## src/rtl/defender_input_pkg.sv

```systemverilog
// Shared constants for the Defender input block: key codes, button bit positions
// and the coin-shaper state encoding.
package defender_input_pkg;

  localparam int BTN_W           = 12;
  localparam int BTN_ADVANCE     = 0;
  localparam int BTN_AUTO_UP     = 1;
  localparam int BTN_SCORE_RESET = 2;
  localparam int BTN_ONE_PLAYER  = 3;
  localparam int BTN_TWO_PLAYERS = 4;
  localparam int BTN_FIRE        = 5;
  localparam int BTN_THRUST      = 6;
  localparam int BTN_SMART_BOMB  = 7;
  localparam int BTN_HYPERSPACE  = 8;
  localparam int BTN_REVERSE     = 9;
  localparam int BTN_DOWN        = 10;
  localparam int BTN_UP          = 11;

  // Keyboard latch vector: the twelve button latches plus the coin latch on top.
  localparam int KB_COIN = 12;
  localparam int KB_W    = 13;

  // 9-bit key codes: {extended, scan code}
  localparam logic [8:0] KEY_UP          = 9'h175;
  localparam logic [8:0] KEY_DOWN        = 9'h172;
  localparam logic [8:0] KEY_THRUST_A    = 9'h16B;
  localparam logic [8:0] KEY_THRUST_B    = 9'h174;
  localparam logic [8:0] KEY_REVERSE_A   = 9'h012;
  localparam logic [8:0] KEY_REVERSE_B   = 9'h059;
  localparam logic [8:0] KEY_FIRE        = 9'h029;
  localparam logic [8:0] KEY_ONE_PLAYER  = 9'h005;
  localparam logic [8:0] KEY_TWO_PLAYERS = 9'h006;
  localparam logic [8:0] KEY_COIN        = 9'h004;
  localparam logic [8:0] KEY_SMART_BOMB  = 9'h114;
  localparam logic [8:0] KEY_HYPERSPACE  = 9'h01D;
  localparam logic [8:0] KEY_ADVANCE     = 9'h01C;
  localparam logic [8:0] KEY_AUTO_UP     = 9'h03C;
  localparam logic [8:0] KEY_SCORE_RESET = 9'h033;

  typedef enum logic [1:0] {
    COIN_IDLE     = 2'd0,
    COIN_PULSE    = 2'd1,
    COIN_GAP      = 2'd2,
    COIN_WAIT_REL = 2'd3
  } coin_state_t;

endpackage

```

## src/rtl/defender_coin_shaper.sv

```systemverilog
// Turns a rising edge of coin_src into one fixed-width coin pulse followed by a
// mandatory low gap; a held coin must be released before another pulse.
module defender_coin_shaper
  import defender_input_pkg::*;
#(
  parameter int COIN_PULSE_CYC = 600000,
  parameter int COIN_GAP_CYC   = 300000
) (
  input  logic        clk_sys,
  input  logic        reset_n,
  input  logic        coin_src,
  input  logic        hold,
  output logic        coin_out,
  output coin_state_t state
);

  localparam int CNT_MAX = (COIN_PULSE_CYC > COIN_GAP_CYC) ? COIN_PULSE_CYC : COIN_GAP_CYC;
  localparam int CW      = $clog2(CNT_MAX) + 1;

  logic [CW-1:0] cnt;
  logic          src_q;

  // Edges seen outside IDLE are simply lost; src_q keeps tracking so that a coin
  // held across a pulse or a hold never looks like a fresh edge later.
  always_ff @(posedge clk_sys or negedge reset_n) begin
    if (!reset_n) begin
      state    <= COIN_IDLE;
      cnt      <= '0;
      coin_out <= 1'b0;
      src_q    <= 1'b0;
    end else begin
      src_q <= coin_src;
      if (hold) begin
        state    <= COIN_IDLE;
        cnt      <= '0;
        coin_out <= 1'b0;
      end else begin
        case (state)
          COIN_IDLE: begin
            if (coin_src && !src_q) begin
              state    <= COIN_PULSE;
              cnt      <= CW'(COIN_PULSE_CYC - 1);
              coin_out <= 1'b1;
            end
          end
          COIN_PULSE: begin
            if (cnt == '0) begin
              state    <= COIN_GAP;
              cnt      <= CW'(COIN_GAP_CYC - 1);
              coin_out <= 1'b0;
            end else begin
              cnt <= cnt - 1'b1;
            end
          end
          COIN_GAP: begin
            if (cnt == '0) begin
              state <= coin_src ? COIN_WAIT_REL : COIN_IDLE;
            end else begin
              cnt <= cnt - 1'b1;
            end
          end
          COIN_WAIT_REL: begin
            if (!coin_src) state <= COIN_IDLE;
          end
          default: state <= COIN_IDLE;
        endcase
      end
    end
  end

endmodule

```

## src/rtl/defender_input_ctrl.sv

```systemverilog
// Defender input block: PS/2 key latches merged with joysticks into btn, a shaped
// coin pulse, and a stretched core reset.
module defender_input_ctrl
  import defender_input_pkg::*;
#(
  parameter int COIN_PULSE_CYC = 600000,
  parameter int COIN_GAP_CYC   = 300000,
  parameter int RST_HOLD_CYC   = 1024
) (
  input  logic             clk_sys,
  input  logic             reset_n,
  input  logic [64:0]      ps2_key,
  input  logic [15:0]      joystick_0,
  input  logic [15:0]      joystick_1,
  input  logic             reset_req,
  output logic [BTN_W-1:0] btn,
  output logic             coin_out,
  output logic             core_reset
);

  localparam int HCW = $clog2(RST_HOLD_CYC) + 1;

  logic              toggle_q;
  logic [KB_W-1:0]   kb_q;
  logic [KB_W-1:0]   kb_d;
  logic [HCW-1:0]    hold_cnt;
  logic [HCW-1:0]    hold_cnt_d;
  logic              rst_d;
  logic [15:0]       joy;
  logic [BTN_W-1:0]  joy_btn;
  logic [BTN_W-1:0]  btn_d;
  logic              key_event;
  logic              key_pressed;
  logic              key_ext;
  logic [8:0]        key_code;
  logic              coin_src;
  coin_state_t       coin_state;
  logic              unused_bits;

  assign joy         = joystick_0 | joystick_1;
  assign key_event   = (ps2_key[64] != toggle_q) && (ps2_key[63:24] == '0);
  assign key_pressed = (ps2_key[15:8] != 8'hF0);
  assign key_ext     = (ps2_key[15:8] == 8'hE0) || (ps2_key[23:16] == 8'hE0);
  assign key_code    = {key_ext, ps2_key[7:0]};

  // Next core_reset: reset_req reloads the full hold, so a re-assert restarts it.
  always_comb begin
    hold_cnt_d = '0;
    rst_d      = 1'b0;
    if (reset_req) begin
      hold_cnt_d = HCW'(RST_HOLD_CYC);
      rst_d      = 1'b1;
    end else if (hold_cnt != '0) begin
      hold_cnt_d = hold_cnt - 1'b1;
      rst_d      = 1'b1;
    end
  end

  always_comb begin
    kb_d = kb_q;
    if (rst_d) begin
      kb_d = '0;
    end else if (key_event) begin
      case (key_code)
        KEY_UP:                       kb_d[BTN_UP]          = key_pressed;
        KEY_DOWN:                     kb_d[BTN_DOWN]        = key_pressed;
        KEY_THRUST_A, KEY_THRUST_B:   kb_d[BTN_THRUST]      = key_pressed;
        KEY_REVERSE_A, KEY_REVERSE_B: kb_d[BTN_REVERSE]     = key_pressed;
        KEY_FIRE:                     kb_d[BTN_FIRE]        = key_pressed;
        KEY_ONE_PLAYER:               kb_d[BTN_ONE_PLAYER]  = key_pressed;
        KEY_TWO_PLAYERS:              kb_d[BTN_TWO_PLAYERS] = key_pressed;
        KEY_COIN:                     kb_d[KB_COIN]         = key_pressed;
        KEY_SMART_BOMB:               kb_d[BTN_SMART_BOMB]  = key_pressed;
        KEY_HYPERSPACE:               kb_d[BTN_HYPERSPACE]  = key_pressed;
        KEY_ADVANCE:                  kb_d[BTN_ADVANCE]     = key_pressed;
        KEY_AUTO_UP:                  kb_d[BTN_AUTO_UP]     = key_pressed;
        KEY_SCORE_RESET:              kb_d[BTN_SCORE_RESET] = key_pressed;
        default: ;
      endcase
    end
  end

  always_comb begin
    joy_btn                 = '0;
    joy_btn[BTN_FIRE]       = joy[5];
    joy_btn[BTN_THRUST]     = joy[0] | joy[1];
    joy_btn[BTN_SMART_BOMB] = joy[6];
    joy_btn[BTN_HYPERSPACE] = joy[7];
    joy_btn[BTN_REVERSE]    = joy[4];
    joy_btn[BTN_DOWN]       = joy[2];
    joy_btn[BTN_UP]         = joy[3];
    joy_btn[BTN_ONE_PLAYER] = joy[8];
  end

  // btn is built from next-state latches so a key event shows up one cycle later.
  assign btn_d    = kb_d[BTN_W-1:0] | joy_btn;
  assign coin_src = kb_q[KB_COIN] | joy[9];

  // Reset loads RST_HOLD_CYC-1 because core_reset is already high in the cycle
  // reset_n rises, giving exactly RST_HOLD_CYC high cycles afterwards.
  always_ff @(posedge clk_sys or negedge reset_n) begin
    if (!reset_n) begin
      toggle_q   <= 1'b0;
      kb_q       <= '0;
      btn        <= '0;
      hold_cnt   <= HCW'(RST_HOLD_CYC - 1);
      core_reset <= 1'b1;
    end else begin
      toggle_q   <= ps2_key[64];
      kb_q       <= kb_d;
      btn        <= btn_d;
      hold_cnt   <= hold_cnt_d;
      core_reset <= rst_d;
    end
  end

  defender_coin_shaper #(
    .COIN_PULSE_CYC(COIN_PULSE_CYC),
    .COIN_GAP_CYC  (COIN_GAP_CYC)
  ) u_coin (
    .clk_sys (clk_sys),
    .reset_n (reset_n),
    .coin_src(coin_src),
    .hold    (rst_d),
    .coin_out(coin_out),
    .state   (coin_state)
  );

  assign unused_bits = ^{joy[15:10], coin_state};

endmodule

```

## config.mk

```make
export PLATFORM = sky130hd
export DESIGN_NAME = defender_input_ctrl
export DESIGN_NICKNAME = d
export VERILOG_FILES = /design/src/rtl/defender_input_pkg.sv /design/src/rtl/defender_coin_shaper.sv /design/src/rtl/defender_input_ctrl.sv
export SDC_FILE = /design/constraint.sdc
export NUM_CORES = 1
export LEC_CHECK = 0
export ABC_AREA = 1
export ABC_CLOCK_PERIOD_IN_PS = 5360
export CAP_MARGIN = 10
export CELL_PAD_IN_SITES_DETAIL_PLACEMENT = 1
export CELL_PAD_IN_SITES_GLOBAL_PLACEMENT = 2
export CORE_MARGIN = 10
export CORE_UTILIZATION = 28
export CTS_CLUSTER_SIZE = 8
export DETAILED_ROUTE_END_ITERATION = 7
export GPL_ROUTABILITY_DRIVEN = 0
export PLACE_DENSITY_LB_ADDON = 0.1
export SLEW_MARGIN = 20
export SYNTH_ARGS = -nofsm -noshare
export SYNTH_HDL_FRONTEND = slang
export SYNTH_SLANG_ARGS = --single-unit
```

## constraint.sdc

```tcl
create_clock -name clk_sys -period 5.36 [get_ports clk_sys]
set_input_delay 0.536 -clock clk_sys [delete_from_list [all_inputs] [get_ports clk_sys]]
set_output_delay 0.536 -clock clk_sys [all_outputs]
set_load 0.01 [all_outputs]
```

==> impl_metrics.toml, run 1 <==
[synthesis]
yosysWarnings = 0
ys_top_cells_by_area = "dfrtp_1 (28%), nand2_1 (17%), nor2_1 (12%), inv_1 (7.4%), dfstp_2 (6.7%)"
ys_types = 36
synth_area_sq_um = 4290
yosysTopAreaCellShare_pct = 28.0
postSynthCellCount = 667
avgSynthCellArea_sq_um = 6.44
yosysSeqAreaShare_pct = 34.7
synth_nets = 775
synth.largest_area_cell = "dfrtp_1"
ys_seq_elements = 59

[grt]
grt_pass1_wl_mm = 23.6
grt_antenna_before_repair = 0
gr-usage-all-layers_pct = 14.1
grtUsageMet2_pct = 25.5
grt.busiest_layer = "met2"
grt_max_degree = 60
grt_overflow = 0
grtUsageMet1_pct = 16.0
grt_pass1_vias = 4901
grt_use_met3_pct = 3.33

[worst_setup_path]
r2r_start = "hold_cnt[0]$_DFF_PN1_"
setup.worst_path.end_class = "flip-flop"
crit_chain = "clkdlybuf4s50_1, nor2_1, nand2_1, nor2_1, nand2_1, nor2_1, nand4_1, o21ai_0, inv_1"
slowest_stage = "nor2_1"
critPathMostFrequentCell = "nor2_1"
critPathMaxStageDelay_ns = 0.67
crit_path_start = "ps2_key[33]"
required_ns = 5.58
path_class = "primary input to flip-flop"
critPathArrivalTime_ns = 2.65
path_max_fanout = 13
start_kind = "primary input"

[floorplanning]
die_w_um = 144
start_util_pct = 28.4
core_area_sq_um = 15100
die_h_um = 144
num_rows = 45
dieArea_sq_um = 20700
io_pins = 114

[final_layout]
area_delta_synth_final_pct = 34.0
drive_gt1_share_pct = 6.47
fill_cells = 1952
diodes = 0
layout_common_cells = "nand2_1 (189), nor2_1 (135), clkdlybuf4s50_1 (100)"
final_common_cell = "nand2_1"
nets = 876
final_cells = 961

[clock_tree]
insertion_delay_ns = 0.33
hold_buffers = 0
cts_sinks = 59
clk_path_buf_depth = 2
path_clk_slew_ns = 0.06
cts-root-buf = "clkbuf_16"
cts_resized = 0
cts_buffers = 9
cts_tree = "done"
htree_levels = 3
cts_setup_buffers = 0

[timing]
drv_slew = 0
fin_skew_ns = 0.00668
hold_viol = 0
max_freq_mhz = 412
setup-tns-final_ns = 0
slew_headroom_pct = 40.4
setup_viol = 0
tightest_slew_ns = 0.890
rsz0062_at_grt = "no"
min_period_ns = 2.43
fin_crit_sh_pct = 45.2

[pwr]
ir_worst_vdd_v = 0.000160
leakagePower_nw = 2.86
powerDensity_nw_per_um2 = 254

[placed_design]
numPortBuffers = 101
dp_cells = 945
dp_hpwl_mm = 11.2

[routing]
ant_nets = 0
remaining_drc_errors = 0
drt_pass1_iterations = 4
drt-wirelength-per-cell_um = 14.4
drt-vias-per-instance = 4.66
dr_total_vias = 4482
totalWireLength_mm = 13.9
drtIter0Drc = 176

[run]
cap_viol_max_count = 0

[status]
status = "completed"

[hold_path]
hold_path_class = "primary input to async pin"
[sequential cells by signal, indices dropped and copies added, names as in the netlist]
signal           count
kb_q                 9
u_coin.coin_out      1
toggle_q             1
btn                 12
hold_cnt            11
u_coin.state         2
u_coin.src_q         1
core_reset           1
u_coin.cnt          21
[cells in the mapped netlist (all sizes together)]
master and instances:
nand2 195, inv 87, or2 2, o211ai 1, dfrtp 48, nand4 19, nand3b 2, buf 12
nor3 12, o21ai 35, nor4 3, ha 8, and2 1, nand3 47, o21bai 1, a21oi 19
a21boi 1, nor2 144, or3 1, o31ai 1, xnor2 6, clkinv 1, dfstp 11, xor2 10
[worst max-delay path: cells and delay by family]
kind            cells  cell delay (ns)
compound gates      1             0.27
buf+inv             2             0.47
simple gates        6             1.37
[metal layers]
| layer | wire length, um | share of wire (%) | vias up |
|---|---|---|---|
| met2 | 7280 | 52 | 68 |
| met4 | 155 | 1.1 | 0 |
| met1 | 5960 | 43 | 2116 |
| li1 | - | - | 2286 |
| met5 | 0 | 0 | - |
| met3 | 485 | 3.5 | 12 |
[through the flow]
step	total power (W)	instance area, sq um	hold WS (ns)	worst slack (ns)	util [%]
after floorplan	0.000749	4290	0.240	3.62	-
final	0.00146	5750	0.389	2.93	38.1
after global routing	0.00156	5750	0.457	2.73	38.1
after global placement	0.000877	5450	0.478	2.62	36.1
after detailed placement	0.000890	5450	0.486	2.57	36.1
after CTS	0.00149	5750	0.410	2.91	38.1
[power by group]
part	switching, W	internal (W)
sequential	0.0000230	0.000503
clock	0.000206	0.000378
combinational	0.000199	0.000152
total	0.000428	0.00103
[worst paths after layout]
path,to,slack [ns],cells after the start
setup / recovery,btn[1]$_DFFE_PN0P_,2.93,9
hold / removal,u_coin.cnt[7]$_DFFE_PN0P_,0.39,2
setup reg to reg,u_coin.cnt[10]$_DFFE_PN0P_,3.01,10
hold reg to reg,hold_cnt[10]$_DFF_PN0_,0.50,2
max in group asynchronous,btn[8]$_DFF_PN0_,4.45,2
min in group clk_sys,hold_cnt[10]$_DFF_PN0_,0.50,2
[final cells by class]
class	instances	area [sq um]	share of cell area, %
clock buffer	15	299	5.20
clock inverter	1	5.00	0.0870
inverter	88	330	5.74
multi-input combinational	508	2380	41.4
sequential	59	1490	25.9
tap	188	235	4.09
timing repair buffer	102	1010	17.6
[logic make-up after synthesis]
kind of cell             count (synthesis)  share of synthesized area [%]
adder cells (fa/ha/maj)                  8                           2.33
AO/OA/AOI/OAI                           58                           7.17
flip-flops                              59                           34.7
AND/OR/NAND/NOR                        426                           42.7
XOR/XNOR                                16                           3.26
buffers and inverters                  100                           9.82
No activity file was read; power rests on OpenSTA's default activity.
==> run 2: changes to the inputs <==
Settings changed: ABC_CLOCK_PERIOD_IN_PS 5360 to 2500, CORE_UTILIZATION 28 to 26.
Clock period 5.36 ns to 2.5 ns, I/O delays scaled along.
==> run 2 against run 1 <==
Compared with the run above: the flow now finishes with violations (negative hold slack); combinational power increased by 120%; clock-buffer cell count decreased by 1; routed wire length increased by 3.7%; critical path depth increased by 1; setup slack got worse by 2.5 ns; sequential share of layout area decreased by 0.46 points; cell area increased by 1.8%; clock power increased by 99%; flip-flop and latch count unchanged; total power increased by 110%; sequential power increased by 120%; register-to-register slack got worse by 2.6 ns; critical endpoint is now u_coin.cnt[20]$_DFFE_PN0P_.
==> impl_metrics.toml, run 2 (same netlist as run 1, synthesis figures left out) <==
[grt]
grt_pass1_wl_mm = 24.5
grt_overflow = 0
grt_pass1_vias = 4962
gr-usage-all-layers_pct = 13.6
grt_antenna_before_repair = 0
grt_max_degree = 32

[run]
cap_viol_max_count = 0

[final_layout]
drive_gt1_share_pct = 7.54
final_common_cell = "nand2_1"
largest_reg_flops = 21
fin_util_pct = 36.5
nets = 886
reg_top3 = "u_coin.cnt (21), btn (12), hold_cnt (11)"
top_register = "u_coin.cnt"
diodes = 0
layout_common_cells = "nand2_1 (189), nor2_1 (135), clkdlybuf4s50_1 (100)"
area_delta_synth_final_pct = 36.5
final_cells = 999

[timing]
hold-worst-slack_ns = -0.0125
setup_viol = 0
setup-tns-final_ns = 0
min_period_ns = 2.11
rsz0062_at_grt = "no"
tightest_slew_ns = 0.740
max_freq_mhz = 475
fin_skew_ns = 0.00647
drv_slew = 0
fin_ws_ns = 0.393
slew_headroom_pct = 50.7
hold_viol = 20
fin_crit_sh_pct = 84.3

[pwr]
p_clk_share_pct = 38.0
ir_worst_vdd_v = 0.000233
p_seq_share_pct = 37.0
swShare_pct = 30.3
power.total_w = 0.00307
pwr-share-comb_pct = 25.0
leakagePower_nw = 2.90
p_sw_w = 0.000930
p_int_w = 0.00214
powerDensity_nw_per_um2 = 523

[routing]
wl_met1_mm = 5.97
drtIter0Drc = 126
top_layer_used = "met4"
drt_pass1_iterations = 4
remaining_drc_errors = 0
drt-wirelength-per-cell_um = 14.4
dr_wl_met3_um = 523
dr_total_vias = 4525
ant_nets = 0
totalWireLength_mm = 14.4
drt-vias-per-instance = 4.53
dr_wl_met2_mm = 7.74

[worst_setup_path]
setup.worst_path.end_class = "flip-flop"
path_class = "flip-flop to flip-flop"
critPathBufInv = 2
path_max_fanout = 11
critPathMostFrequentCell = "nand2_1"
cp_top_family = "simple AND/OR/NAND/NOR gates"
critPathMaxStageDelay_ns = 0.36
r2r_setup_slack_ns = 0.39
crit_chain = "inv_1, ha_1, nand2_1, nor3_4, nand2_2, nor2_4, nand2_4, inv_2, nand2_1, o21ai_2"
slowest_stage = "dfstp_2"
required_ns = 2.76
start_kind = "flip-flop"
critPathArrivalTime_ns = 2.37

[status]
status = "finished with violations"
violations = "negative hold slack"

[placed_design]
numPortBuffers = 101
dp_cells = 983
post-place-ws_ns = 0.366
dp_hpwl_mm = 11.8

[floorplanning]
dieArea_sq_um = 22100
die_h_um = 148
start_util_pct = 26.7
die_w_um = 148
io_pins = 114
num_rows = 46
core_area_sq_um = 16100

[clock_tree]
clk_path_buf_depth = 2
cts_resized = 0
htree_levels = 3
cts-root-buf = "clkbuf_16"
insertion_delay_ns = 0.33
path_clk_slew_ns = 0.05
cts_tree = "done"
hold_buffers = 0
cts_setup_buffers = 0
cts_sinks = 59
cts_buffers = 9

[hold_path]
hold_path_class = "primary input to async pin"
-- run 2: cell types whose count changed in the layout (fill, tap and decap cells not counted), sizes merged --
cell,before,now
clkinv,2,3
clkbuf,15,14
buf,2,12
-- run 2: routing by layer --
layer	up-vias	GRT usage [%]
met5	-	0
met1	2134	14.9
met2	65	25.2
met4	0	4.01
li1	2318	-
met3	8	3.22
-- run 2: path summary, 6_finish.rpt --
path	start	to	cells past startpoint
min reg2reg	hold_cnt[10]$_DFF_PN0_	hold_cnt[10]$_DFF_PN0_	2
max	hold_cnt[0]$_DFF_PN1_	u_coin.cnt[20]$_DFFE_PN0P_	10
max in group asynchronous	reset_n	hold_cnt[9]$_DFF_PN1_	2
max reg2reg	hold_cnt[0]$_DFF_PN1_	u_coin.cnt[20]$_DFFE_PN0P_	10
min	reset_n	kb_q[11]$_DFF_PN0_	1
min in group clk_sys	ps2_key[64]	toggle_q$_DFF_PN0_	1
-- run 2: area by class of cell --
type / instances / area (sq um)
tap: 216 / 270
timing repair buffer: 112 / 1110
sequential: 59 / 1490
clock buffer: 14 / 264
inverter: 88 / 330
multi-input combinational: 508 / 2380
clock inverter: 2 / 10.0
fill: 2036 / 10200
-- run 2: power groups by stage --
stage	Combinational (W)	Clock, W	Sequential, W
2_1_floorplan	0.000467	0	0.00114
3_3_place_gp	0.000751	0	0.00114
3_5_place_dp	0.000777	0	0.00115
4_1_cts	0.000784	0.00120	0.00114
5_1_grt	0.000875	0.00125	0.00115
6_report	0.000766	0.00116	0.00114
-- run 2: per-stage QoR --
step	cell area (sq um)	hold WS, ns
6_report	5860	-0.0125
5_1_grt	5860	0.0325
4_1_cts	5860	0.0119
3_5_place_dp	5590	0.370
3_3_place_gp	5590	0.354
2_1_floorplan	4290	-0.0456
